`src/rtl/regfile_cmd_if.sv`:
```
// ---------------------------------------------------------------------------
// regfile_cmd_if
// Groups the bus signals around the command sequencer:
//   UART RX : RX_P_DATA, RX_D_VLD
//   RegFile : Address, WR_En, RD_EN, WrData, RdData, RdData_Vaild
//   ALU     : ALU_FUN, ALU_EN, ALU_OUT, ALU_OUT_VLD
//   UART TX : TX_P_DATA, TX_D_VLD, TX_BUSY
// master modport = sequencer side, slave modport = peripheral side.
// ---------------------------------------------------------------------------
interface regfile_cmd_if #(
  parameter int DATA_WIDTH = 8,
  parameter int ADDR_WIDTH = 4,
  parameter int FUN_WIDTH  = 4
);
  logic [DATA_WIDTH-1:0]   RX_P_DATA;
  logic                    RX_D_VLD;
  logic [ADDR_WIDTH-1:0]   Address;
  logic                    WR_En;
  logic                    RD_EN;
  logic [DATA_WIDTH-1:0]   WrData;
  logic [DATA_WIDTH-1:0]   RdData;
  logic                    RdData_Vaild;
  logic [FUN_WIDTH-1:0]    ALU_FUN;
  logic                    ALU_EN;
  logic [2*DATA_WIDTH-1:0] ALU_OUT;
  logic                    ALU_OUT_VLD;
  logic [DATA_WIDTH-1:0]   TX_P_DATA;
  logic                    TX_D_VLD;
  logic                    TX_BUSY;

  modport master (
    input  RX_P_DATA, RX_D_VLD, RdData, RdData_Vaild, ALU_OUT, ALU_OUT_VLD, TX_BUSY,
    output Address, WR_En, RD_EN, WrData, ALU_FUN, ALU_EN, TX_P_DATA, TX_D_VLD
  );

  modport slave (
    output RX_P_DATA, RX_D_VLD, RdData, RdData_Vaild, ALU_OUT, ALU_OUT_VLD, TX_BUSY,
    input  Address, WR_En, RD_EN, WrData, ALU_FUN, ALU_EN, TX_P_DATA, TX_D_VLD
  );
endinterface

```
`src/rtl/regfile_cmd_ctrl.sv`:
```
// ---------------------------------------------------------------------------
// regfile_cmd_ctrl
// Command sequencer between UART RX/TX, the 16x8 register file and the ALU.
// Frames (first byte is the command):
//   AA addr data   -> register write
//   BB addr        -> register read, one byte returned on TX
//   CC a b fun     -> write REG0=a, REG1=b, run ALU, two bytes returned (LSB first)
//   DD fun         -> run ALU on current REG0/REG1, two bytes returned
// Ports:
//   CLK          system clock
//   RST          synchronous active-high reset
//   bus          regfile_cmd_if.master (RX, register file, ALU and TX signals)
//   dbg_state_o  current FSM state encoding
// Build option: define REGFILE_CMD_TIMEOUT_EN to abandon a partial frame after
// TIMEOUT_CYCLES cycles without a byte; otherwise the FSM waits indefinitely.
//
// Handshake semantics: RX_D_VLD, RdData_Vaild and ALU_OUT_VLD are single-cycle
// valid pulses with no back-pressure; a pulse is consumed only in the state that
// expects it and is otherwise dropped. TX_D_VLD is a single-cycle pulse issued
// only while TX_BUSY is low; between two TX bytes the sequencer waits for TX_BUSY
// to rise and then fall, so TX_BUSY acts as the inverted ready of the TX side.
// ---------------------------------------------------------------------------
module regfile_cmd_ctrl #(
  parameter int DATA_WIDTH     = 8,
  parameter int ADDR_WIDTH     = 4,
  parameter int FUN_WIDTH      = 4,
  parameter int TIMEOUT_CYCLES = 1024
) (
  input  logic               CLK,
  input  logic               RST,
  regfile_cmd_if.master      bus,
  output logic [3:0]         dbg_state_o
);

  typedef enum logic [3:0] {
    IDLE     = 4'd0,
    WR_ADDR  = 4'd1,
    WR_DATA  = 4'd2,
    RD_ADDR  = 4'd3,
    RD_WAIT  = 4'd4,
    OP_A     = 4'd5,
    OP_B     = 4'd6,
    FUN      = 4'd7,
    ALU_WAIT = 4'd8,
    TX_LO    = 4'd9,
    TX_HI    = 4'd10
  } state_t;

  localparam logic [DATA_WIDTH-1:0] CMD_WR  = DATA_WIDTH'(8'hAA);
  localparam logic [DATA_WIDTH-1:0] CMD_RD  = DATA_WIDTH'(8'hBB);
  localparam logic [DATA_WIDTH-1:0] CMD_OPS = DATA_WIDTH'(8'hCC);
  localparam logic [DATA_WIDTH-1:0] CMD_FUN = DATA_WIDTH'(8'hDD);

  // TX sub-phase: ready to pulse / waiting for BUSY to rise / waiting for it to fall
  typedef enum logic [1:0] {
    PH_SEND      = 2'd0,
    PH_WAIT_RISE = 2'd1,
    PH_WAIT_FALL = 2'd2
  } tx_ph_t;

  state_t                  state_q;
  tx_ph_t                  tx_ph_q;
  logic                    two_byte_q;   // ALU result: send both bytes
  logic [2*DATA_WIDTH-1:0] tx_buf_q;
  logic [ADDR_WIDTH-1:0]   addr_q;
  logic                    wr_en_q;
  logic                    rd_en_q;
  logic [DATA_WIDTH-1:0]   wr_data_q;
  logic [FUN_WIDTH-1:0]    alu_fun_q;
  logic                    alu_en_q;
  logic [DATA_WIDTH-1:0]   tx_data_q;
  logic                    tx_vld_q;
  logic                    timeout_hit;

  assign bus.Address   = addr_q;
  assign bus.WR_En     = wr_en_q;
  assign bus.RD_EN     = rd_en_q;
  assign bus.WrData    = wr_data_q;
  assign bus.ALU_FUN   = alu_fun_q;
  assign bus.ALU_EN    = alu_en_q;
  assign bus.TX_P_DATA = tx_data_q;
  assign bus.TX_D_VLD  = tx_vld_q;
  assign dbg_state_o   = state_q;

`ifdef REGFILE_CMD_TIMEOUT_EN
  localparam int CW = (TIMEOUT_CYCLES > 2) ? $clog2(TIMEOUT_CYCLES) : 1;
  localparam logic [CW-1:0] TO_LAST = CW'(TIMEOUT_CYCLES - 1);

  logic [CW-1:0] to_cnt_q;
  logic          in_frame;

  // States that are waiting for the next byte of a partially received frame
  assign in_frame = (state_q == WR_ADDR) || (state_q == WR_DATA) ||
                    (state_q == RD_ADDR) || (state_q == OP_A)    ||
                    (state_q == OP_B)    || (state_q == FUN);

  assign timeout_hit = in_frame && !bus.RX_D_VLD && (to_cnt_q == TO_LAST);

  always_ff @(posedge CLK) begin
    if (RST || bus.RX_D_VLD || !in_frame || timeout_hit) begin
      to_cnt_q <= '0;
    end else begin
      to_cnt_q <= to_cnt_q + 1'b1;
    end
  end
`else
  assign timeout_hit = 1'b0;
`endif

  always_ff @(posedge CLK) begin
    if (RST) begin
      state_q    <= IDLE;
      tx_ph_q    <= PH_SEND;
      two_byte_q <= 1'b0;
      tx_buf_q   <= '0;
      addr_q     <= '0;
      wr_en_q    <= 1'b0;
      rd_en_q    <= 1'b0;
      wr_data_q  <= '0;
      alu_fun_q  <= '0;
      alu_en_q   <= 1'b0;
      tx_data_q  <= '0;
      tx_vld_q   <= 1'b0;
    end else begin
      // Strobes are single-cycle unless re-asserted below
      wr_en_q  <= 1'b0;
      rd_en_q  <= 1'b0;
      alu_en_q <= 1'b0;
      tx_vld_q <= 1'b0;

      if (timeout_hit) begin
        state_q <= IDLE;
      end else begin
        case (state_q)
          IDLE: begin
            tx_ph_q <= PH_SEND;
            if (bus.RX_D_VLD) begin
              case (bus.RX_P_DATA)
                CMD_WR:  state_q <= WR_ADDR;
                CMD_RD:  state_q <= RD_ADDR;
                CMD_OPS: state_q <= OP_A;
                CMD_FUN: state_q <= FUN;
                default: state_q <= IDLE;
              endcase
            end
          end
          WR_ADDR: begin
            if (bus.RX_D_VLD) begin
              addr_q  <= bus.RX_P_DATA[ADDR_WIDTH-1:0];
              state_q <= WR_DATA;
            end
          end
          WR_DATA: begin
            if (bus.RX_D_VLD) begin
              wr_data_q <= bus.RX_P_DATA;
              wr_en_q   <= 1'b1;
              state_q   <= IDLE;
            end
          end
          RD_ADDR: begin
            if (bus.RX_D_VLD) begin
              addr_q  <= bus.RX_P_DATA[ADDR_WIDTH-1:0];
              rd_en_q <= 1'b1;
              state_q <= RD_WAIT;
            end
          end
          RD_WAIT: begin
            if (bus.RdData_Vaild) begin
              tx_buf_q   <= {{DATA_WIDTH{1'b0}}, bus.RdData};
              two_byte_q <= 1'b0;
              tx_ph_q    <= PH_SEND;
              state_q    <= TX_LO;
            end
          end
          OP_A: begin
            if (bus.RX_D_VLD) begin
              addr_q    <= ADDR_WIDTH'(0);
              wr_data_q <= bus.RX_P_DATA;
              wr_en_q   <= 1'b1;
              state_q   <= OP_B;
            end
          end
          OP_B: begin
            if (bus.RX_D_VLD) begin
              addr_q    <= ADDR_WIDTH'(1);
              wr_data_q <= bus.RX_P_DATA;
              wr_en_q   <= 1'b1;
              state_q   <= FUN;
            end
          end
          FUN: begin
            if (bus.RX_D_VLD) begin
              alu_fun_q <= bus.RX_P_DATA[FUN_WIDTH-1:0];
              alu_en_q  <= 1'b1;
              state_q   <= ALU_WAIT;
            end
          end
          ALU_WAIT: begin
            if (bus.ALU_OUT_VLD) begin
              tx_buf_q   <= bus.ALU_OUT;
              two_byte_q <= 1'b1;
              tx_ph_q    <= PH_SEND;
              state_q    <= TX_LO;
            end
          end
          TX_LO: begin
            case (tx_ph_q)
              PH_SEND: begin
                if (!bus.TX_BUSY) begin
                  tx_data_q <= tx_buf_q[DATA_WIDTH-1:0];
                  tx_vld_q  <= 1'b1;
                  // A read returns one byte: done without waiting on TX_BUSY
                  if (two_byte_q) tx_ph_q <= PH_WAIT_RISE;
                  else            state_q <= IDLE;
                end
              end
              PH_WAIT_RISE: begin
                if (bus.TX_BUSY) tx_ph_q <= PH_WAIT_FALL;
              end
              PH_WAIT_FALL: begin
                if (!bus.TX_BUSY) begin
                  tx_ph_q <= PH_SEND;
                  state_q <= TX_HI;
                end
              end
              default: tx_ph_q <= PH_SEND;
            endcase
          end
          TX_HI: begin
            if (!bus.TX_BUSY) begin
              tx_data_q <= tx_buf_q[2*DATA_WIDTH-1:DATA_WIDTH];
              tx_vld_q  <= 1'b1;
              state_q   <= IDLE;
            end
          end
          default: state_q <= IDLE;
        endcase
      end
    end
  end

endmodule

```
`src/flat_wrapper.sv`:
```
// flat-port wrapper written by rule: the top's interface ports become plain ports
module regfile_cmd_ctrl_flat 
#(
  parameter int DATA_WIDTH     = 8,
  parameter int ADDR_WIDTH     = 4,
  parameter int FUN_WIDTH      = 4,
  parameter int TIMEOUT_CYCLES = 1024
)
  (CLK, RST, dbg_state_o, bus_RX_P_DATA, bus_RX_D_VLD, bus_RdData, bus_RdData_Vaild, bus_ALU_OUT, bus_ALU_OUT_VLD, bus_TX_BUSY, bus_Address, bus_WR_En, bus_RD_EN, bus_WrData, bus_ALU_FUN, bus_ALU_EN, bus_TX_P_DATA, bus_TX_D_VLD);
  regfile_cmd_if #(.DATA_WIDTH(DATA_WIDTH), .ADDR_WIDTH(ADDR_WIDTH), .FUN_WIDTH(FUN_WIDTH)) bus_i ();
  input  logic CLK;
  input  logic RST;
  output logic [3:0] dbg_state_o;
  input wire logic [$bits(bus_i.RX_P_DATA)-1:0] bus_RX_P_DATA;
  input wire logic [$bits(bus_i.RX_D_VLD)-1:0] bus_RX_D_VLD;
  input wire logic [$bits(bus_i.RdData)-1:0] bus_RdData;
  input wire logic [$bits(bus_i.RdData_Vaild)-1:0] bus_RdData_Vaild;
  input wire logic [$bits(bus_i.ALU_OUT)-1:0] bus_ALU_OUT;
  input wire logic [$bits(bus_i.ALU_OUT_VLD)-1:0] bus_ALU_OUT_VLD;
  input wire logic [$bits(bus_i.TX_BUSY)-1:0] bus_TX_BUSY;
  output wire logic [$bits(bus_i.Address)-1:0] bus_Address;
  output wire logic [$bits(bus_i.WR_En)-1:0] bus_WR_En;
  output wire logic [$bits(bus_i.RD_EN)-1:0] bus_RD_EN;
  output wire logic [$bits(bus_i.WrData)-1:0] bus_WrData;
  output wire logic [$bits(bus_i.ALU_FUN)-1:0] bus_ALU_FUN;
  output wire logic [$bits(bus_i.ALU_EN)-1:0] bus_ALU_EN;
  output wire logic [$bits(bus_i.TX_P_DATA)-1:0] bus_TX_P_DATA;
  output wire logic [$bits(bus_i.TX_D_VLD)-1:0] bus_TX_D_VLD;
  assign bus_i.RX_P_DATA = bus_RX_P_DATA;
  assign bus_i.RX_D_VLD = bus_RX_D_VLD;
  assign bus_i.RdData = bus_RdData;
  assign bus_i.RdData_Vaild = bus_RdData_Vaild;
  assign bus_i.ALU_OUT = bus_ALU_OUT;
  assign bus_i.ALU_OUT_VLD = bus_ALU_OUT_VLD;
  assign bus_i.TX_BUSY = bus_TX_BUSY;
  assign bus_Address = bus_i.Address;
  assign bus_WR_En = bus_i.WR_En;
  assign bus_RD_EN = bus_i.RD_EN;
  assign bus_WrData = bus_i.WrData;
  assign bus_ALU_FUN = bus_i.ALU_FUN;
  assign bus_ALU_EN = bus_i.ALU_EN;
  assign bus_TX_P_DATA = bus_i.TX_P_DATA;
  assign bus_TX_D_VLD = bus_i.TX_D_VLD;
  regfile_cmd_ctrl #(.DATA_WIDTH(DATA_WIDTH), .ADDR_WIDTH(ADDR_WIDTH), .FUN_WIDTH(FUN_WIDTH), .TIMEOUT_CYCLES(TIMEOUT_CYCLES)) u_core (.CLK(CLK), .RST(RST), .bus(bus_i), .dbg_state_o(dbg_state_o));
endmodule
```
`config.mk`:
```
export PLATFORM = sky130hd
export DESIGN_NAME = regfile_cmd_ctrl_flat
export DESIGN_NICKNAME = d
export VERILOG_FILES = /design/src/rtl/regfile_cmd_if.sv /design/src/rtl/regfile_cmd_ctrl.sv /design/src/flat_wrapper.sv
export SDC_FILE = /design/constraint.sdc
export NUM_CORES = 1
export LEC_CHECK = 0
export CAP_MARGIN = 20
export CORE_ASPECT_RATIO = 0.75
export CORE_MARGIN = 2
export CORE_UTILIZATION = 47
export CTS_CLUSTER_SIZE = 14
export DETAILED_ROUTE_END_ITERATION = 10
export HOLD_SLACK_MARGIN = 0.12
export PLACE_DENSITY = 0.92
export SKIP_CTS_REPAIR_TIMING = 1
export SLEW_MARGIN = 10
export SYNTH_ARGS = -nofsm -noshare
export SYNTH_HDL_FRONTEND = slang
export SYNTH_SLANG_ARGS = --single-unit
```
`constraint.sdc`:
```
create_clock -name CLK -period 2.2 [get_ports CLK]
set_input_delay 0.22 -clock CLK [delete_from_list [all_inputs] [get_ports CLK]]
set_output_delay 0.22 -clock CLK [all_outputs]
set_load 0.005 [all_outputs]
```
# Word level (Yosys, flattened, before mapping)
# Cells that the tools add are included.
# Widths: inputs -> output; s select.
dict set report totals {
  ff_bits 51
  in_bits 38
}
dict set report classes {
  n_eq_ne 35
  n_mux 41
  bitwise 3
  reduce_logical 18
}
# op n
set ops {}
lappend ops {{$mux 4} 15}
lappend ops {{$pmux 4 s11} 1}
lappend ops {{$eq 8x8->1 const B} 4}
lappend ops {{$mux 16} 2}
lappend ops {{$pmux 16 s2} 1}
lappend ops {{$mux 8} 3}
lappend ops {{$ne 2x2->1 const B} 12}
lappend ops {{$eq 4x3->1 const B} 4}
lappend ops {{$pmux 8 s2} 1}
lappend ops {{$reduce_and 14->1} 1}
lappend ops {{$eq 4x4->1 const B} 3}
lappend ops {{$mux 2} 6}
lappend ops {{$ne 3x3->1 const B} 4}
lappend ops {{$pmux 3 s4} 1}
lappend ops {{$pmux 4 s3} 1}
lappend ops {{$eq 4x2->1 const B} 2}
lappend ops {{$pmux 2 s4} 1}
lappend ops {{$pmux 4 s2} 1}
lappend ops {{$reduce_and 4->1} 2}
lappend ops {{$reduce_or 2->1} 4}
lappend ops {{$reduce_and 7->1} 1}
lappend ops {{$ne 3x2->1 const B} 2}
lappend ops {{$pmux 2 s3} 1}
lappend ops {{$mux 1} 5}
lappend ops {{14 further kinds} 19}

# Depth between registers and ports, before layout
dict set report logic_depth {
  word_depth 4
  ltp_mapped 7
  depth_no_buf 5
}

# Worst setup path after synthesis
# No wires, ideal clock.
dict set report synth_timing {
  kind {reg-to-reg}
  start {reg u_core.state_q[1], in the netlist u_core.dbg_state_o[1]}
  end {reg u_core.tx_data_q[2], in the netlist u_core.bus.TX_P_DATA[2]}
  arrival_ps 1487
  t_required_ps 2121
  slack_ps 634
  stages_incl_launch_ff 8
  n_path_buf 2
  synth_period_minus_slack_ps 1566
  cell_sequence {dfxtp_1 -> buf_6 -> nand2b_4 -> or3_4 -> o22ai_4 -> buf_6 -> nor2_2 -> a211oi_2}
}
dict set report synth_between {
  elab_chain_len 3
  word_cells_on_any_way 8
  cone_classes {5 x eq/ne; 1 x mux; 2 x reduce/logical}
}
# item line_no
set synth_lines {}
lappend synth_lines {{from (decl)} regfile_cmd_ctrl.sv:61} ;# state_t state_q;
lappend synth_lines {{from (signal assigned)} regfile_cmd_ctrl.sv:112} ;# state_q <= IDLE;
lappend synth_lines {{from (signal assigned)} regfile_cmd_ctrl.sv:132} ;# state_q <= IDLE;
lappend synth_lines {{from (signal assigned)} regfile_cmd_ctrl.sv:139} ;# CMD_WR: state_q <= WR_ADDR;
lappend synth_lines {{$eq 4x4->1} regfile_cmd_ctrl.sv:134} ;# case (state_q)
lappend synth_lines {{$ne 2x2->1 (no source line) / $reduce_bool 2->1 (equally long branches)} --}
lappend synth_lines {{$reduce_and 4->1 (no source line)} --}
lappend synth_lines {{to (signal assigned)} regfile_cmd_ctrl.sv:210} ;# tx_data_q <= tx_buf_q[DATA_WIDTH-1:0];
lappend synth_lines {{to (signal assigned)} regfile_cmd_ctrl.sv:231} ;# tx_data_q <= tx_buf_q[2*DATA_WIDTH-1:DATA_WIDTH];
lappend synth_lines {{to (decl)} regfile_cmd_ctrl.sv:71} ;# logic [DATA_WIDTH-1:0] tx_data_q;
# Parallel ways exist; a longest one is shown, timed or not.
# A chain may end at the register's enable or synchronous reset.

# Worst setup path in the final report
dict set report layout_timing {
  start {reg u_core.state_q[0], in the netlist u_core.dbg_state_o[0]}
  end {reg u_core.wr_data_q[1], in the netlist u_core.bus.WrData[1]}
}
dict set report layout_between {
  elab_chain_len 3
  word_cells_on_any_way 5
  cone_classes {3 x eq/ne; 2 x reduce/logical}
}
# item line_no
set layout_lines {}
lappend layout_lines {{$eq 4x2->1 / $eq 4x3->1 (equally long branches)} regfile_cmd_ctrl.sv:134}
lappend layout_lines {{$reduce_or 3->1 (no source line) *} --}
lappend layout_lines {{$reduce_and 2->1 (no source line) *} --}
lappend layout_lines {{to (signal assigned)} regfile_cmd_ctrl.sv:155} ;# wr_data_q <= bus.RX_P_DATA;
lappend layout_lines {{to (signal assigned)} regfile_cmd_ctrl.sv:178} ;# wr_data_q <= bus.RX_P_DATA;
lappend layout_lines {{to (signal assigned)} regfile_cmd_ctrl.sv:186} ;# wr_data_q <= bus.RX_P_DATA;
lappend layout_lines {{to (decl)} regfile_cmd_ctrl.sv:68} ;# logic [DATA_WIDTH-1:0] wr_data_q;
# Mark *: on every way between the ends. The rest lies on a longest branch, timed or not.

==> results.ini <==
[outcome]
status = completed

[global_routing]
grt_max_degree = 31
grt_usage_pct = 21.2
grt_overflow_total = 0
grt_pass1_wl_mm = 9.47
grt_pass1_vias = 1998
antenna_found_initial = 0

[layout]
layout-drive-gt1-share_pct = 8.51
nFillCells = 390
seqCellArea_sq_um = 1020
n_antenna_cell = 0
multi_input_area_sq_um = 1250
nNetsFinal = 366
area_delta_synth_final_pct = 34.9

[power]
p_int_mw = 1.66
p_switching_mw = 0.735
combPwrFrac_pct = 27.2
switching_share_pct = 30.7
ir_drop_v = 0.000463
p_seq_share_pct = 45.5
pwr-share-clk_pct = 27.3
powerDensity_nw_per_um2 = 746
p_leak_nw = 1.10

[critical_path]
worstPathRequired_ns = 2.40
setup.worst_path.end_class = register
critical_path.startpoint_type = register
slowest_delay_ns = 0.63
worstPathArrival_ns = 2.13
crit_type = reg -> reg
cp_slowest_cell = dfxtp_1
cp_max_fo = 13
crit_chain = and2b_1, a21oi_1, nor2_2, mux2i_1, nor2_1

[timing]
period_minus_slack_ns = 1.93
finalSetupViolCount = 0
fin_skew_ns = 0.00537
finalCritPeriodShare_pct = 87.8
hold_violations = 0
hold_slack_ns = 0.307
fin_tns_setup_ns = 0
relSlewSlack_pct = 54.2
fmax_mhz = 518
slew_violations = 0
rsz0062_at_grt = no
worstMarginPinSlew_ns = 0.684

[clocking]
cts-htree-levels = 2
cts_sinks = 51
clk_pin_slew_ns = 0.09
tritoncts = done
cts_inserted_buffers = 5
insertion_delay_ns = 0.31
clockBufferDepth = 2
cts.root.buffer_cell = clkbuf_8

[route]
dr.pass1.iters = 4
wirelength_met1_mm = 2.62
drtIter0Drc = 225
wl_met3_microns = 424
vias = 2190
postRouteAntennaNets = 0
highest_layer = met4
met2_length_mm = 2.57
wirelength_mm = 5.67
drc = 0
wl_per_cell_microns = 14.6
vias_per_cell = 5.63

[synth]
synth_ff_type = dfxtp_1
synth_area_sq_um = 2380
synth_area_leaders = dfxtp_1 43%, mux2i_1 12%, nor2_1 7.1%, a211oi_1 5.4%, a21oi_1 2.9%
yosysMostFrequentCell = dfxtp_1
synthDominantCellAreaShare_pct = 42.8
yosysUniqueCellTypes = 47
ys_ff_latch = 51
synth_nets = 300
synth-async-reset-ratio_pct = 0
yosysWarnings = 0
synth_edf_count = 0
syn_area_per_cell_sq_um = 9.10
synth_common_cells = 51 x dfxtp_1, 45 x nor2_1, 28 x mux2i_1
netlist.top_cell.by_area = dfxtp_1
seq_area_frac_synth_pct = 42.8
postSynthCellCount = 262

[job]
maxCapViolations = 0

[floorplanning]
start_util_pct = 48.6
ios = 70
die_area_sq_um = 5660
die_h_microns = 65.7
core_area_sq_um = 4900
num_rows = 22
die_width_microns = 86.2

[placement]
placement.io_buffers = 69
hpwl_mm = 4.32
place_congestion = 0.862

[min_path]
hold_path.class = in -> reg

[stage by stage]
step | std cells | setup slack, ns | power, mW | area [sq um] | util (%)
after floorplan | 262 | 0.634 | 1.53 | 2380 | -
after global placement | 381 | 0.210 | 1.73 | 3100 | 63.3
after detailed placement | 381 | 0.164 | 1.75 | 3100 | 63.3
after CTS | 389 | 0.308 | 2.40 | 3210 | 65.6
after global routing | 389 | 0.169 | 2.52 | 3210 | 65.6
final | 389 | 0.269 | 2.40 | 3210 | 65.6
[layout make-up]
type	instances	area share [%]
multi-input cells	191	39.0
flip-flops and latches	51	31.8
repair buffers	77	23.2
well taps	60	2.34
clock buffers	5	2.14
clock inverters	3	1.36
inverters	2	0.234
[layout by cell type (no fill, tap or decap), types with 2 or more instances in the layout]
cell / instances
nand3_1: 4
o21ai_0: 5
nor2b_1: 8
clkdlybuf4s50_1: 68
buf_4: 8
nor2_1: 45
and2_1: 3
xnor2_1: 3
a21oi_1: 14
nor3_1: 4
a22oi_1: 8
clkbuf_8: 5
nand2b_1: 4
nand4_1: 2
a211oi_1: 17
nor4bb_1: 3
inv_1: 2
mux2i_1: 28
o32ai_1: 2
or3_1: 2
nand2_1: 14
nor3b_1: 2
dfxtp_1: 51
nor2_2: 2
[path summary, 6_finish.rpt]
kind         slack, ns                    end                  start  cells after the start
max               0.27   u_core.bus.WrData[1]  u_core.dbg_state_o[0]                      5
min reg2reg       0.46  u_core.bus.Address[0]  u_core.bus.Address[0]                      2
max reg2reg       0.27   u_core.bus.WrData[1]  u_core.dbg_state_o[0]                      5
min               0.31  u_core.bus.ALU_FUN[0]                    RST                      2
[state kept, by name, summed over array words and instances (netlist names), 2 cells and up]
register              cells
u_core.bus.WrData         8
u_core.bus.Address        4
u_core.tx_buf_q          16
u_core.bus.ALU_FUN        4
u_core.tx_ph_q            2
u_core.bus.TX_P_DATA      8
u_core.dbg_state_o        4
[per-layer routing]
layer	track usage, %	up-vias
met4	6.25	0
met2	32.8	80
met5	0	-
li1	-	1066
met3	5.40	6
met1	29.3	1038
[worst max-delay path: cells and delay by family, from the launching register on]
family             cells  cell delay (ns)
DFF                    1             0.63
and+or+nand+nor        3             0.80
muxes                  1             0.26
AOI/OAI and AO/OA      1             0.12
[power by group through the flow]
stage	Combinational [mW]	Sequential, mW	Clock, mW
4_1_cts	0.648	1.09	0.663
2_1_floorplan	0.455	1.08	0
3_3_place_gp	0.626	1.10	0
3_5_place_dp	0.643	1.11	0
5_1_grt	0.716	1.10	0.708
6_report	0.653	1.09	0.655
[cell families (layout without fill, tap and decap cells)]
kind of cell,after synthesis,in the layout,share of synthesized area (%)
mux,28,28,11.8
compound gates,59,59,17.9
simple gates,101,101,21.8
flops,51,51,42.8
xor+xnor,3,3,1.10
buf+inv,20,87,4.62
No activity file was read; power rests on OpenSTA's default activity.
